## src/rtl/matmul_sequencer.sv

```systemverilog
// Address/strobe sequencer for one square C = A x B over a shared MAC datapath.
// Issues one inner-product term per clock; MAC and MemC strobes trail issue by 1 and 2 cycles.
module matmul_sequencer #(
  parameter int ADDR_W   = 16,
  parameter int MAX_N    = 16,
  parameter int ADDR_OFS = 1
) (
  input  logic              clk,
  input  logic              rst,
  input  logic              start,
  input  logic [7:0]        size,
  output logic              busy,
  output logic              done,
  output logic              err,
  output logic [ADDR_W-1:0] a_addr,
  output logic [ADDR_W-1:0] b_addr,
  output logic              rd_en,
  output logic              mac_en,
  output logic              mac_load,
  output logic              c_we,
  output logic [ADDR_W-1:0] c_addr
);

  typedef enum logic [1:0] {S_IDLE, S_RUN, S_DRAIN, S_DONE} state_t;

  localparam logic [7:0]        MAX_N_8 = 8'(MAX_N);
  localparam logic [ADDR_W-1:0] OFS     = ADDR_W'(ADDR_OFS);
  localparam logic [ADDR_W-1:0] OFS_P1  = ADDR_W'(ADDR_OFS + 1);

  state_t            state_q, state_d;
  logic [7:0]        n_q, n_d, i_q, i_d, j_q, j_d, k_q, k_d;
  logic [ADDR_W-1:0] a_addr_q, a_addr_d, b_addr_q, b_addr_d;
  logic [ADDR_W-1:0] a_row_q, a_row_d, c_cur_q, c_cur_d;
  logic              drain_q, drain_d, err_q, err_d;
  logic              s1_valid_q, s1_valid_d, s1_first_q, s1_first_d, s1_last_q, s1_last_d;
  logic [ADDR_W-1:0] s1_caddr_q, s1_caddr_d, s2_caddr_q, s2_caddr_d;
  logic              s2_we_q, s2_we_d;

  logic              issue, accept, size_bad, j_last, k_last, i_last;
  logic [7:0]        n_m1;
  logic [ADDR_W-1:0] n_ext;

  assign issue    = (state_q == S_RUN);
  assign size_bad = (size > MAX_N_8);
  assign accept   = (state_q == S_IDLE) && start && (size != 8'd0) && !size_bad;
  assign n_m1     = n_q - 8'd1;
  assign j_last   = (j_q == n_m1);
  assign k_last   = (k_q == n_m1);
  assign i_last   = (i_q == n_m1);
  assign n_ext    = ADDR_W'(n_q);

  always_ff @(posedge clk or posedge rst) begin
    if (rst) begin
      state_q    <= S_IDLE;
      n_q        <= '0;
      i_q        <= '0;
      j_q        <= '0;
      k_q        <= '0;
      a_addr_q   <= '0;
      b_addr_q   <= '0;
      a_row_q    <= '0;
      c_cur_q    <= '0;
      drain_q    <= 1'b0;
      err_q      <= 1'b0;
      s1_valid_q <= 1'b0;
      s1_first_q <= 1'b0;
      s1_last_q  <= 1'b0;
      s1_caddr_q <= '0;
      s2_we_q    <= 1'b0;
      s2_caddr_q <= '0;
    end else begin
      state_q    <= state_d;
      n_q        <= n_d;
      i_q        <= i_d;
      j_q        <= j_d;
      k_q        <= k_d;
      a_addr_q   <= a_addr_d;
      b_addr_q   <= b_addr_d;
      a_row_q    <= a_row_d;
      c_cur_q    <= c_cur_d;
      drain_q    <= drain_d;
      err_q      <= err_d;
      s1_valid_q <= s1_valid_d;
      s1_first_q <= s1_first_d;
      s1_last_q  <= s1_last_d;
      s1_caddr_q <= s1_caddr_d;
      s2_we_q    <= s2_we_d;
      s2_caddr_q <= s2_caddr_d;
    end
  end

  always_comb begin
    state_d = state_q;
    case (state_q)
      S_IDLE:  if (start && size == 8'd0) state_d = S_DONE;
               else if (accept)           state_d = S_RUN;
      S_RUN:   if (i_last && j_last && k_last) state_d = S_DRAIN;
      S_DRAIN: if (drain_q) state_d = S_DONE;
      default: state_d = S_IDLE;
    endcase
  end

  // Row bases advance by N instead of multiplying; c_cur is row-major so it just counts.
  always_comb begin
    n_d        = n_q;
    i_d        = i_q;
    j_d        = j_q;
    k_d        = k_q;
    a_addr_d   = a_addr_q;
    b_addr_d   = b_addr_q;
    a_row_d    = a_row_q;
    c_cur_d    = c_cur_q;
    drain_d    = (state_q == S_DRAIN) ? ~drain_q : 1'b0;
    err_d      = (state_q == S_IDLE) && start && size_bad;
    s1_valid_d = issue;
    s1_first_d = issue && (j_q == 8'd0);
    s1_last_d  = issue && j_last;
    s1_caddr_d = c_cur_q;
    s2_we_d    = s1_valid_q && s1_last_q;
    s2_caddr_d = s1_caddr_q;
    if (accept) begin
      n_d      = size;
      i_d      = '0;
      j_d      = '0;
      k_d      = '0;
      a_addr_d = OFS;
      b_addr_d = OFS;
      a_row_d  = OFS;
      c_cur_d  = OFS;
    end else if (issue) begin
      if (!j_last) begin
        j_d      = j_q + 8'd1;
        a_addr_d = a_addr_q + ADDR_W'(1);
        b_addr_d = b_addr_q + n_ext;
      end else begin
        j_d     = '0;
        c_cur_d = c_cur_q + ADDR_W'(1);
        if (!k_last) begin
          k_d      = k_q + 8'd1;
          a_addr_d = a_row_q;
          b_addr_d = ADDR_W'(k_q) + OFS_P1;
        end else begin
          k_d      = '0;
          i_d      = i_q + 8'd1;
          a_row_d  = a_row_q + n_ext;
          a_addr_d = a_row_q + n_ext;
          b_addr_d = OFS;
        end
      end
    end
  end

  always_comb begin
    busy     = (state_q == S_RUN) || (state_q == S_DRAIN);
    done     = (state_q == S_DONE);
    err      = err_q;
    rd_en    = issue;
    a_addr   = issue ? a_addr_q : '0;
    b_addr   = issue ? b_addr_q : '0;
    mac_en   = s1_valid_q;
    mac_load = s1_valid_q && s1_first_q;
    c_we     = s2_we_q;
    c_addr   = s2_we_q ? s2_caddr_q : '0;
  end

endmodule

```

## config.mk

```make
export PLATFORM = sky130hd
export DESIGN_NAME = matmul_sequencer
export DESIGN_NICKNAME = d
export VERILOG_FILES = /design/src/rtl/matmul_sequencer.sv
export SDC_FILE = /design/constraint.sdc
export NUM_CORES = 1
export LEC_CHECK = 0
export ABC_AREA = 1
export CORE_MARGIN = 5
export CORE_UTILIZATION = 55
export DETAILED_ROUTE_END_ITERATION = 12
export PLACE_DENSITY = 0.74
export SLEW_MARGIN = 40
export SYNTH_ARGS = -nofsm -noshare
export SYNTH_HDL_FRONTEND = slang
export SYNTH_SLANG_ARGS = --single-unit
```

## constraint.sdc

```tcl
create_clock -name clk -period 6 [get_ports clk]
set_input_delay 1.8 -clock clk [delete_from_list [all_inputs] [get_ports clk]]
set_output_delay 1.8 -clock clk [all_outputs]
set_load 0.005 [all_outputs]
```

Word-level counts from Yosys, hierarchy flattened
Index checks and enable logic that the tools add are counted.

Add/sub/neg operators: 9. Multipliers: 0. Div/mod/pow operators: 0. $lt $le $gt $ge: 1. Eq/ne operators: 9. Shift-type cells: 0. Multiplexer cells: 34. Bitwise logic cells: 1. Reductions and logical operators: 23.

Operators with widths (number): 16-bit 2-to-1 mux (16); 8-bit 2-to-1 mux (11); 16-bit by 1-bit adder with 16-bit output (second input constant) (2); 16-bit by 8-bit adder with 16-bit output (2); 8-bit by 1-bit adder with 8-bit output (second input constant) (3); 8-bit == test (3); 8-bit zero test (2); 1-bit logical AND (11); 8-bit by 2-bit adder with 9-bit output (second input constant) (1); 9-bit 2-to-1 mux (1); 8-bit by 5-bit greater-than comparator with 1-bit output (second input constant) (1); 2-bit 2-to-1 mux (4); 8-bit nonzero test (1); 8-bit by 1-bit subtractor with 8-bit output (second input constant) (1); 2-bit one-hot mux with 3 select lines (1); 3-bit AND reduction (2); 2-bit nonzero test (3); 2-bit == test (second input constant) (2); 3-bit inequality test (second input constant) (1); 2-bit by 1-bit == test with 1-bit output (second input constant) (1); 2-bit zero test (1); 2-bit by 1-bit inequality test with 1-bit output (second input constant) (1); 2-bit inequality test (second input constant) (1); 2-bit AND reduction (1); other kinds (4) (4).

Register bits: 136. Bits in latches: 0. Bits in writable memories: 0. Memory bits (read-only): 0. Word-level logic and storage cells: 94. Memories: 0.

Depth between registers and ports, before layout
Gate-level depths: netlist of run 1.

Word-level depth: 7. Mapped depth: 18.

Worst setup path before layout of run 1
Ideal clock, no wire load.

Path kind: reg2out. Start point: reg state_q[1]. End point: out b_addr[8]. Data arrival time: 1457 ps. Setup slack: 2743 ps. Stages on the path, launching flop included: 7. Cells stage by stage: dfrtp_1 -> inv_1 -> ha_1 -> clkbuf_1 -> clkbuf_1 -> nand2_1 -> inv_1.

Longest elaborated chain between the ends: 2.

Ends and longest elaborated chain: start, declared (line 30) `state_t state_q, state_d;`; start signal, assigned (line 72) `state_q <= state_d;`; 2-bit by 1-bit == test with 1-bit output (line 43) `assign issue = (state_q == S_RUN);`; named net rd_en (line 17) `output logic rd_en,`; 16-bit 2-to-1 mux (line 159) `b_addr = issue ? b_addr_q : '0;`; end, declared (line 16) `output logic [ADDR_W-1:0] b_addr,`.

The timed path passes the listed nets, and every way through them passes these cells.

Worst setup path after layout of run 1
Start point: in size[5]. End point: reg j_q[7].

Longest elaborated chain between the ends: 4.

Ends and longest elaborated chain: start, declared (line 11) `input logic [7:0] size,`; 8-bit by 5-bit greater-than comparator with 1-bit output / 8-bit nonzero test (equally long branches) (line 44, 45); 1-bit zero test / 1-bit logical AND (equally long branches) (line 45) `assign accept = (state_q == S_IDLE) && start && (size != 8'd0) && !size_bad;`; 1-bit logical AND (*) (line 45); 8-bit 2-to-1 mux / 2-bit nonzero test (equally long branches); end signal, assigned (line 75) `j_q <= j_d;`; end, declared (line 31) `logic [7:0] n_q, n_d, i_q, i_d, j_q, j_d, k_q, k_d;`.

Mark *: on every way between the ends. The rest lies on a longest branch, timed or not. A chain may end at the register's enable or synchronous reset.

==> flow_summary.ini, run 1 <==
[floorplan]
core_um2 = 15150
die_w_um = 134.0
start_util_pct = 55.86
die_h_um = 134.0
dieArea_um2 = 17960
num_rows = 45
num_io_pins = 66

[critical_path]
worst-setup-path-type = input port to register
reg2reg_slack_ns = 2.83
timing.rr.start = n_q[0]$_DFFE_PP0P_
end_kind = register
crit_path_start = size[5]
cp.arrival_ns = 4.40
cp-start-kind = input port
rr_worst_depth = 14
required_ns = 6.30
crit_top_cell = nor2_1
critical-path-max-stage-delay_ns = 0.51
timing.critical_path.buf_inv = 2
r2r_end = i_q[3]$_DFFE_PP0P_
slowest_stage = inv_2
path_depth = 12
critPathMaxFanout = 27
cp_cell_sequence = clkdlybuf4s50_1, nor3_1, nand2_1, nor2_1, nor2_1, nand2_2, nand2_2, inv_2, nor2_1, nand2_1, xor2_1, nor2_1
crit_family = simple AND/OR/NAND/NOR gates
crit_end = j_q[7]$_DFFE_PP0P_

[synthesis]
ys_types = 46
synthCells = 1146
synth_common_cells = 340 x nand2_1, 163 x inv_1, 136 x dfrtp_1
ys_async_sr_fraction_pct = 100.0
postSynthAreaPerCell_um2 = 7.383
yosysTopAreaCell = dfrtp_1
synth.top_cell.area_share_pct = 40.22
ys_seq_elements = 136
synth-edff-count = 0
yosysWarningCount = 0
yosysMostFrequentCell = nand2_1
seq_area_frac_synth_pct = 40.22
netlist_top_cells_area = dfrtp_1 40%, nand2_1 15%, inv_1 7.2%
synth_area_um2 = 8461
syn_nets = 1188
synth-main-ff-cell = dfrtp_1

[clock_tree]
holdBufCountCts = 0
cts_tree = yes
clock-root-buffer = clkbuf_16
cts_resized = 0
cts_sinks = 136
clkLatencyLatePin_ns = 0.43
cts_htree_levels = 4
clk_pin_slew_ns = 0.06
cts_buffers = 17
clk_path_buf_depth = 2
post_cts_buffers = 0

[timing]
timing.fmax_mhz = 244.0
max_slew_margin_pct = 56.11
setup_viol = 0
post-route-min-period_ns = 4.099
slew_viol_final = 0
final_hold_viol_count = 0
rsz0062_at_grt = no
hold_slack_ns = 0.3461
tightest_slew_ns = 0.6584
setup-tns-final_ns = 0
period_share_pct = 68.32
skew_ns = 0.006746

[outcome]
status = complete, no violations

[min_path]
holdPathStages = 0
hold_path_class = register to register

[routing]
drtPass1Iterations = 6
wl_mm = 22.47
drc = 0
dr_total_vias = 7770
postRouteAntennaNets = 0
vias_per_cell = 5.534
dr.first_iter.drc_count = 743
post_drt_wl_per_cell_um = 16.01

[layout]
num-nets-final = 1246
syn2layout_area_growth_pct = 16.53
antenna_cells = 0
drive_above_1_share_pct = 6.497

[flow_run]
max_cap_violations = 0

[place]
place_hpwl_mm = 16.01
routabilityCongestion = 0.9369
io_buffers = 65

[pwr]
p_leak_uw = 0.005104
p_per_area_nw_per_um2 = 409.2
ir_drop_mv = 0.2181
power_uw = 4035

[grt]
grt.overflow.total = 0
grt_pass1_wl_mm = 36.83
grt.met1_usage_pct = 34.43
use_met3_pct = 5.364
grt_max_degree = 73
grt_pass1_vias = 7300
grt.busiest_layer = met2
gr-usage-met2_pct = 41.77
grtUsageTotal_pct = 25.95
antenna_found_initial = 0
[cells by family (layout without fill, tap and decap cells)]
logic type	count (synthesis)	count (layout)	share of synthesized area (%)
buffers and inverters	200	270	9.583
xor gates and xnor gates	56	56	5.797
and+or+nand+nor	603	603	31.53
adders and majority gates	31	31	4.762
DFF	136	136	40.22
AOI/OAI and AO/OA	120	120	8.104
[layout make-up]
class / count / area [um2]
clock buffer: 17 / 425.4
clock inverter: 14 / 201.4
fill: 1319 / 5286
inverter: 171 / 649.4
multi-input combinational: 810 / 4272
sequential: 136 / 3403
tap: 188 / 235.2
timing repair buffer: 68 / 673.1
[layout by cell type, fill, tap and decap left out, types with 2 or more instances in the layout]
cell               n
nand2_1          340
inv_1            162
dfrtp_1          136
nand3_1          117
clkdlybuf4s50_1   65
nor2_1            62
o21ai_0           45
xor2_1            44
ha_1              28
a21oi_1           27
nand4_1           23
nor3_1            22
clkbuf_16         17
o21ai_1           15
xnor2_1           12
nor2_4             6
inv_2              6
o22ai_1            6
o21ai_2            6
clkinv_4           6
nand2_2            5
nand2_4            5
nor4_1             5
o211ai_1           5
nor2_2             4
or2_2              4
bufinv_16          4
nand3_2            3
a21o_1             3
o21bai_1           3
buf_4              3
nand3b_1           2
a31oi_1            2
o21a_1             2
inv_6              2
o31ai_1            2
fa_1               2
clkinvlp_4         2
[routing by layer]
metal	wire, um	vias up
li1	-	3783
met1	9891	3644
met2	10380	290
met3	1483	53
met4	717	0
met5	0	-
[sequential cells by signal, summed over array words and instances, names as in the netlist, 2 cells and up]
signal      cells
j_q             8
k_q             8
a_row_q        16
c_cur_q        16
b_addr_q       16
state_q         2
s2_caddr_q     16
s1_caddr_q     16
i_q             8
a_addr_q       16
n_q             8
[how the worst min path moves through the flow]
stage / start / slack (ns) / endpoint
after global routing: s1_caddr_q[9]$_DFF_PP0_ / 0.35 / s2_caddr_q[9]$_DFF_PP0_
after floorplan: s1_caddr_q[0]$_DFF_PP0_ / 0.33 / s2_caddr_q[0]$_DFF_PP0_
after global placement: s1_caddr_q[4]$_DFF_PP0_ / 0.33 / s2_caddr_q[4]$_DFF_PP0_
after detailed placement: s1_caddr_q[14]$_DFF_PP0_ / 0.33 / s2_caddr_q[14]$_DFF_PP0_
after CTS: s1_caddr_q[15]$_DFF_PP0_ / 0.35 / s2_caddr_q[15]$_DFF_PP0_
final: s1_caddr_q[13]$_DFF_PP0_ / 0.35 / s2_caddr_q[13]$_DFF_PP0_
[power by group]
group | internal [uW] | switching (uW) | total, uW
registers | 1070 | 257 | 1330
logic | 587 | 1000 | 1590
clock network | 696 | 421 | 1120
[stage by stage]
step,std cells,utilization [%],setup WS [ns],instance area [um2]
after floorplan,1146,-,0.5605,8461
after global placement,1373,60.83,1.585,9213
after detailed placement,1373,60.89,1.478,9223
after CTS,1404,65.03,1.621,9849
after global routing,1404,65.10,1.641,9859
final,1404,65.10,1.901,9859
(Power assumes the default switching activity.)
==> inputs of run 2 (changes only) <==
==> constraint.sdc (replaced) <==
create_clock -name clk -period 4.1 [get_ports clk]
set_input_delay 1.23 -clock clk [delete_from_list [all_inputs] [get_ports clk]]
set_output_delay 1.23 -clock clk [all_outputs]
set_load 0.005 [all_outputs]
==> run 2 against run 1 <==
Against the previous run: sequential power is 43% higher; register-to-register slack got worse by 1.6 ns; cell count grew 0.78%; power up 43%; first-iteration DRC count is 13% lower; clock power increased by 33%; combinational power rose by 50%; largest power group unchanged; via count shrank 2.2%; clock skew grew 0.0036 ns.
==> flow_summary.ini, run 2 (synthesis gave the netlist of run 1 again) <==
[pwr]
ir_drop_mv = 0.4756
p_leak_uw = 0.005133
p_per_area_nw_per_um2 = 585.4

[floorplan]
num_io_pins = 66
start_util_pct = 55.86
dieArea_um2 = 17960
num_rows = 45
die_w_um = 134.0
die_h_um = 134.0
core_um2 = 15150

[critical_path]
cp-start-kind = register
rr_worst_depth = 12
critPathMaxFanout = 21
worst-setup-path-type = register to primary output
timing.rr.start = n_q[2]$_DFFE_PP0P_
r2r_end = i_q[0]$_DFFE_PP0P_
reg2reg_slack_ns = 1.21
end_kind = primary output
crit_path_start = state_q[1]$_DFFE_PP0P_
crit_end = b_addr[10]
required_ns = 2.87
cp.arrival_ns = 2.44

[routing]
drc = 0
dr.first_iter.drc_count = 645
drtPass1Iterations = 5
vias_per_cell = 5.372
postRouteAntennaNets = 0
wl_mm = 21.98
dr_total_vias = 7602
post_drt_wl_per_cell_um = 15.54

[timing]
timing.fmax_mhz = 272.2
max_slew_margin_pct = 51.86
final_hold_viol_count = 0
rsz0062_at_grt = no
setup_viol = 0
period_share_pct = 89.59
post-route-min-period_ns = 3.673
setup-tns-final_ns = 0
tightest_slew_ns = 0.7221
slew_viol_final = 0
skew_ns = 0.01039

[grt]
antenna_found_initial = 0
grt_pass1_vias = 7131
grt.overflow.total = 0
grt_max_degree = 137
grt_pass1_wl_mm = 36.10
grtUsageTotal_pct = 25.30

[layout]
layout_commonest_cell = nand2_1
final_util_pct = 65.12
mostFrequentLayoutCells = 340 x nand2_1, 162 x inv_1, 136 x dfrtp_1, 118 x nand3_1, 65 x clkdlybuf4s50_1
num-nets-final = 1256
fillerInstances = 1343
antenna_cells = 0
final_cells = 1415
drive_above_1_share_pct = 7.172
syn2layout_area_growth_pct = 16.58

[clock_tree]
clkLatencyLatePin_ns = 0.43
clk_path_buf_depth = 2
post_cts_buffers = 0
cts_sinks = 136
cts_buffers = 17
cts_htree_levels = 4
holdBufCountCts = 0
clk_pin_slew_ns = 0.06
clock-root-buffer = clkbuf_16
cts_resized = 0
cts_tree = yes

[flow_run]
max_cap_violations = 0

[place]
place_hpwl_mm = 16.06
io_buffers = 65
placedCellCount = 1383
routabilityCongestion = 0.9503

[min_path]
hold_path_class = register to register

[outcome]
status = complete, no violations
-- run 2: cell types whose count changed in the layout (fill, tap and decap cells not counted), moves of 4 or more --
cell       delta
clkinv_4      -5
bufinv_16     -4
buf_4         +9
inv_8         +4
inv_6         +5
-- run 2: metal layers --
| layer | routed length (um) | part of all wire [%] | track usage, % | vias to the layer above |
|---|---|---|---|---|
| met5 | 0 | 0 | 0 | - |
| met4 | 374 | 1.7 | 7.579 | 0 |
| met3 | 1589 | 7.2 | 5.851 | 25 |
| met2 | 10020 | 46 | 39.58 | 243 |
| met1 | 10000 | 45 | 35.37 | 3528 |
| li1 | - | - | - | 3806 |
-- run 2: final cells by class --
type | instances | area (um2) | area share, %
clock inverters | 14 | 127.6 | 1.294
flip-flops and latches | 136 | 3403 | 34.50
multi-input cells | 810 | 4249 | 43.08
clock buffers | 18 | 439.2 | 4.453
well taps | 188 | 235.2 | 2.385
repair buffers | 78 | 760.7 | 7.713
inverters | 171 | 648.1 | 6.571
-- run 2: worst min path at each step --
stage / to / slack, ns / depth (start not counted) / startpoint
after floorplan: s2_caddr_q[0]$_DFF_PP0_ / 0.33 / 0 / s1_caddr_q[0]$_DFF_PP0_
after global placement: s2_caddr_q[10]$_DFF_PP0_ / 0.33 / 0 / s1_caddr_q[10]$_DFF_PP0_
after detailed placement: s2_caddr_q[12]$_DFF_PP0_ / 0.33 / 0 / s1_caddr_q[12]$_DFF_PP0_
after CTS: s2_caddr_q[12]$_DFF_PP0_ / 0.35 / 0 / s1_caddr_q[12]$_DFF_PP0_
after global routing: s2_caddr_q[4]$_DFF_PP0_ / 0.36 / 0 / s1_caddr_q[4]$_DFF_PP0_
final: s2_caddr_q[9]$_DFF_PP0_ / 0.34 / 0 / s1_caddr_q[9]$_DFF_PP0_
-- run 2: through the flow --
stage / power [uW] / worst slack [ns] / area, um2 / hold slack [ns]
6_report: 5774 / 0.4269 / 9863 / 0.3445
5_1_grt: 6181 / 0.3299 / 9863 / 0.3555
4_1_cts: 5779 / 0.4131 / 9863 / 0.3490
3_5_place_dp: 4275 / 0.5477 / 9296 / 0.3347
3_3_place_gp: 4269 / 0.6390 / 9296 / 0.3317
2_1_floorplan: 3508 / 1.177 / 8464 / 0.3312
-- run 2: critical path, cell delays in order (launching register included) --
cell	delay, ns
dfrtp_1	0.43
inv_1	0.11
ha_2	0.54
buf_4	0.29
nand2_1	0.07
inv_1	0.05
clkdlybuf4s50_1	0.51
-- run 2: where the power goes --
| part | switching, uW | internal (uW) | leakage, uW |
|---|---|---|---|
| combinational | 1500 | 891 | 0.00305 |
| sequential | 333 | 1560 | 0.00181 |
| clock | 667 | 818 | 0.000281 |
| total | 2500 | 3270 | 0.00513 |
